[src/rtl/pc_next_seq.sv]
// rtl/pc_next_seq.sv - next-PC generator with return-address stack and sticky overflow/underflow flags
module pc_next_seq #(
  parameter int AW    = 8,
  parameter int DEPTH = 4
) (
  input  logic                   CLK,
  input  logic                   RESET,
  input  logic [AW-1:0]          PC_IN,
  input  logic [AW-1:0]          TARGET,
  input  logic                   JUMP,
  input  logic                   CALL,
  input  logic                   RET,
  input  logic                   STALL,
  input  logic                   CLR_FLAGS,
  output logic [AW-1:0]          NEXT_PC,
  output logic [$clog2(DEPTH):0] SP,
  output logic                   STK_OVF,
  output logic                   STK_UNF
);

  localparam int IW = $clog2(DEPTH);
  localparam int SW = IW + 1;

  logic [AW-1:0] r_stack [DEPTH];
  logic [SW-1:0] r_sp;
  logic          r_ovf;
  logic          r_unf;

  logic [AW-1:0] w_pc_inc;
  logic [SW-1:0] w_sp_m1;
  logic [IW-1:0] w_top_idx;
  logic [IW-1:0] w_push_idx;
  logic          w_empty;
  logic          w_full;
  logic          w_pop;
  logic          w_push;
  logic          w_unf_evt;
  logic          w_ovf_evt;

  assign w_pc_inc   = PC_IN + AW'(1);
  assign w_sp_m1    = r_sp - SW'(1);
  assign w_top_idx  = w_sp_m1[IW-1:0];
  assign w_push_idx = r_sp[IW-1:0];
  assign w_empty    = (r_sp == '0);
  assign w_full     = (r_sp == SW'(DEPTH));

  // RET outranks CALL, so push and pop are mutually exclusive in any cycle.
  assign w_pop     = !STALL && RET && !w_empty;
  assign w_unf_evt = !STALL && RET && w_empty;
  assign w_push    = !STALL && !RET && CALL && !w_full;
  assign w_ovf_evt = !STALL && !RET && CALL && w_full;

  always_comb begin
    NEXT_PC = w_pc_inc;
    if (!RESET) begin
      NEXT_PC = '0;
    end else if (STALL) begin
      NEXT_PC = PC_IN;
    end else if (RET) begin
      NEXT_PC = w_empty ? w_pc_inc : r_stack[w_top_idx];
    end else if (CALL || JUMP) begin
      NEXT_PC = TARGET;
    end
  end

  always_ff @(posedge CLK) begin
    if (!RESET) begin
      r_sp  <= '0;
      r_ovf <= 1'b0;
      r_unf <= 1'b0;
      for (int i = 0; i < DEPTH; i++) begin
        r_stack[i] <= '0;
      end
    end else begin
      if (w_push) begin
        r_stack[w_push_idx] <= w_pc_inc;
        r_sp                <= r_sp + SW'(1);
      end else if (w_pop) begin
        r_sp <= w_sp_m1;
      end
      // A set event in the same cycle as CLR_FLAGS leaves the flag set.
      r_ovf <= w_ovf_evt || (r_ovf && !CLR_FLAGS);
      r_unf <= w_unf_evt || (r_unf && !CLR_FLAGS);
    end
  end

  assign SP      = r_sp;
  assign STK_OVF = r_ovf;
  assign STK_UNF = r_unf;

endmodule

[config.mk]
export PLATFORM = sky130hd
export DESIGN_NAME = pc_next_seq
export DESIGN_NICKNAME = d
export VERILOG_FILES = /design/src/rtl/pc_next_seq.sv
export SDC_FILE = /design/constraint.sdc
export NUM_CORES = 1
export LEC_CHECK = 0
export ABC_AREA = 1
export CORE_MARGIN = 5
export CORE_UTILIZATION = 58
export DETAILED_ROUTE_END_ITERATION = 12
export MAX_ROUTING_LAYER = met4
export PLACE_DENSITY = 0.94
export SLEW_MARGIN = 0
export SYNTH_ARGS = -nofsm -noshare
export SYNTH_HDL_FRONTEND = slang
export SYNTH_SLANG_ARGS = --single-unit
[constraint.sdc]
create_clock -name CLK -period 4.2 [get_ports CLK]
set_input_delay 0.84 -clock CLK [delete_from_list [all_inputs] [get_ports CLK]]
set_output_delay 0.84 -clock CLK [all_outputs]
set_load 0.02 [all_outputs]
==> flow_metrics.py, run 1 <==
metrics = {
    "outcome": {
        "outcome": "completed",
    },
    "detailed_routing": {
        "drt_iter0_markers": 157,
        "wl_mm": 5.59,
        "via_count": 2093,
        "dr.pass1.iters": 4,
        "drc": 0,
        "via_per_inst": 5.23,
        "wl_per_cell_um": 14.0,
        "antenna_left": 0,
    },
    "final_layout": {
        "final_common_cell": "nand2_1",
        "seq_area_sq_mm": 0.00106,
        "fin_cells": 400,
        "diodes": 0,
        "final_nets": 376,
        "nFillCells": 307,
        "synthToLayoutAreaGrowth_pct": 20.5,
        "drive_gt1_share_pct": 6.29,
        "layout_common_cells": "92 x nand2_1, 69 x nor2_1, 37 x inv_1",
        "multi_input_area_sq_mm": 0.00107,
    },
    "placed_design": {
        "hpwl_mm": 4.15,
        "gp_congestion": 0.825,
        "dp.cells": 392,
        "port_buffers": 35,
    },
    "die": {
        "fp.dieW_um": 73.3,
        "rows": 23,
        "dieArea_sq_mm": 0.00538,
        "ios": 36,
        "start_util_pct": 59.0,
        "coreArea_sq_mm": 0.00394,
        "die_h_um": 73.3,
    },
    "flow_run": {
        "cap_violations": 0,
    },
    "power_and_ir_drop": {
        "powerDensity_mw_per_mm2": 313,
        "clkPwrFrac_pct": 27.1,
        "vdd_ir_drop_max_uv": 299,
        "p_int_uw": 608,
        "power.leakage_uw": 0.00125,
        "switching_share_pct": 30.6,
        "p_comb_share_pct": 24.6,
        "pwr-share-seq_pct": 48.2,
        "p_sw_uw": 268,
    },
    "synthesis": {
        "syn_nets": 337,
        "synth_cell_types": 23,
        "ys_ff_latch": 37,
        "ys_warn_count": 0,
        "synth-seq-area-share_pct": 45.6,
        "syn_area_per_cell_sq_um": 7.50,
        "syn_area_sq_mm": 0.00233,
        "syn_inst": 310,
    },
    "critical_path": {
        "cp.required_ns": 3.36,
        "cp.arrival_ns": 2.96,
        "crit_path_max_fanout": 5,
        "critPathLaunchType": "input port",
        "crit_type": "in2out",
        "worstSetupEndpointType": "output port",
    },
    "cts": {
        "cts.sinks": 37,
        "clock-root-buffer": "clkbuf_8",
        "clock_latency_ns": 0.30,
        "clk_pin_slew_ns": 0.08,
        "cts_tree": "done",
        "htreeDepth": 2,
        "holdBufCountCts": 0,
        "clock_path_buffers": 2,
        "numCtsBuffers": 5,
        "post_cts_buffers": 0,
        "cts_resized": 0,
    },
    "sta": {
        "fmax_mhz": 263,
        "drv_slew": 0,
        "setup_viol": 0,
        "slew_headroom_pct": 64.7,
        "rsz0062_at_grt": "no",
        "finalClockSkew_ns": 0.00759,
        "min_period_ns": 3.80,
        "hold_violations": 0,
        "worst_pin_slew_ns": 0.529,
        "finalCritPeriodShare_pct": 90.6,
        "setup_tns_ns": 0,
    },
    "grt": {
        "grt_pass1_wl_mm": 9.40,
        "grt_start_max_net_pins": 25,
        "antenna_found_initial": 0,
        "grt_overflow": 0,
        "grt_pass1_vias": 2113,
        "grt_usage_pct": 23.7,
    },
    "hold_path": {
        "hold_class": "reg2reg",
    },
}
==> sequential cells by signal, summed over array words and instances (netlist names) <==
name     count
SP           3
STK_OVF      1
STK_UNF      1
r_stack     32
==> area by class of cell <==
class	count	share of cell area [%]
Clock buffer	5	2.46
Inverter	38	5.09
Sequential cell	37	37.9
Multi-Input combinational cell	227	38.1
Tap cell	50	2.23
Timing Repair Buffer	40	13.8
Clock inverter	3	0.446
==> metal layers <==
metal | vias up | part of all wire [%] | GRT usage [%] | wire, um
met3 | 4 | 6.8 | 5.34 | 378
met5 | - | 0 | - | 0
li1 | 1059 | - | - | -
met2 | 63 | 50 | 39.1 | 2820
met1 | 967 | 42 | 29.4 | 2350
met4 | 0 | 0.73 | 6.64 | 41
==> cells in the mapped netlist, drive strengths merged <==
library cell | count | area (sq um)
o21ai | 7 | 35.0
o21bai | 1 | 7.51
edfxtp | 32 | 961
nor2 | 74 | 323
buf | 7 | 50.1
nand4 | 3 | 18.8
nand3 | 29 | 195
nand2 | 93 | 352
clkbuf | 1 | 5.00
dfxtp | 5 | 100
inv | 38 | 143
ha | 4 | 50.1
xor2 | 1 | 8.76
o31ai | 1 | 7.51
a21oi | 14 | 70.1
==> worst max-delay path, cell delays in order <==
cell	delay, ns
clkdlybuf4s50_1	0.50
ha_1	0.27
nand2_1	0.10
o21ai_0	0.22
nand2_1	0.17
nand2_1	0.09
nand3_1	0.06
nor2_1	0.10
clkdlybuf4s50_1	0.61
==> cell families (layout without fill, tap and decap cells) <==
group / count (synthesis) / after routing / synth area share [%]
xor gates and xnor gates: 1 / 1 / 0.377
adders and majority gates: 4 / 4 / 2.15
AOI/OAI and AO/OA: 23 / 23 / 5.16
DFF: 37 / 37 / 45.6
buffers and inverters: 46 / 86 / 8.50
and+or+nand+nor: 199 / 199 / 38.2
==> power groups by stage <==
| stage | logic, uW | clock network, uW | registers [uW] |
|---|---|---|---|
| after floorplan | 131 | 0 | 434 |
| after global placement | 209 | 0 | 430 |
| after detailed placement | 214 | 0 | 431 |
| after CTS | 215 | 237 | 423 |
| after global routing | 241 | 259 | 424 |
| final | 216 | 238 | 423 |
==> worst paths after layout <==
check	from	endpoint	slack (ns)	cells after the start
min	STK_OVF	STK_OVF	0.48	2
max reg2reg	SP[1]	r_stack[0][2]	1.93	7
min reg2reg	STK_OVF	STK_OVF	0.48	2
max	PC_IN[1]	NEXT_PC[4]	0.40	9
==> per-stage QoR <==
step	total power, uW	hold WS (ns)	worst slack (ns)	utilization (%)	cell area (sq um)
2_1_floorplan	565	0.538	1.37	-	2330
3_3_place_gp	639	0.453	0.478	69.0	2720
3_5_place_dp	644	0.473	0.403	69.0	2720
4_1_cts	874	0.484	0.399	71.1	2800
5_1_grt	924	0.510	0.245	71.1	2800
6_report	876	0.481	0.395	71.1	2800
Note: power is estimated with default switching activity, not from simulation.
==> run 2, diff against run 1 <==
--- a/config.mk
+++ b/config.mk
@@ -9,6 +9,7 @@
 export CORE_MARGIN = 5
 export CORE_UTILIZATION = 58
 export DETAILED_ROUTE_END_ITERATION = 12
+export GPL_TIMING_DRIVEN = 1
 export MAX_ROUTING_LAYER = met4
 export PLACE_DENSITY = 0.94
 export SLEW_MARGIN = 0
==> results of run 2 <==
No change in the layout: final DEF, timing and power equal those of run 1.
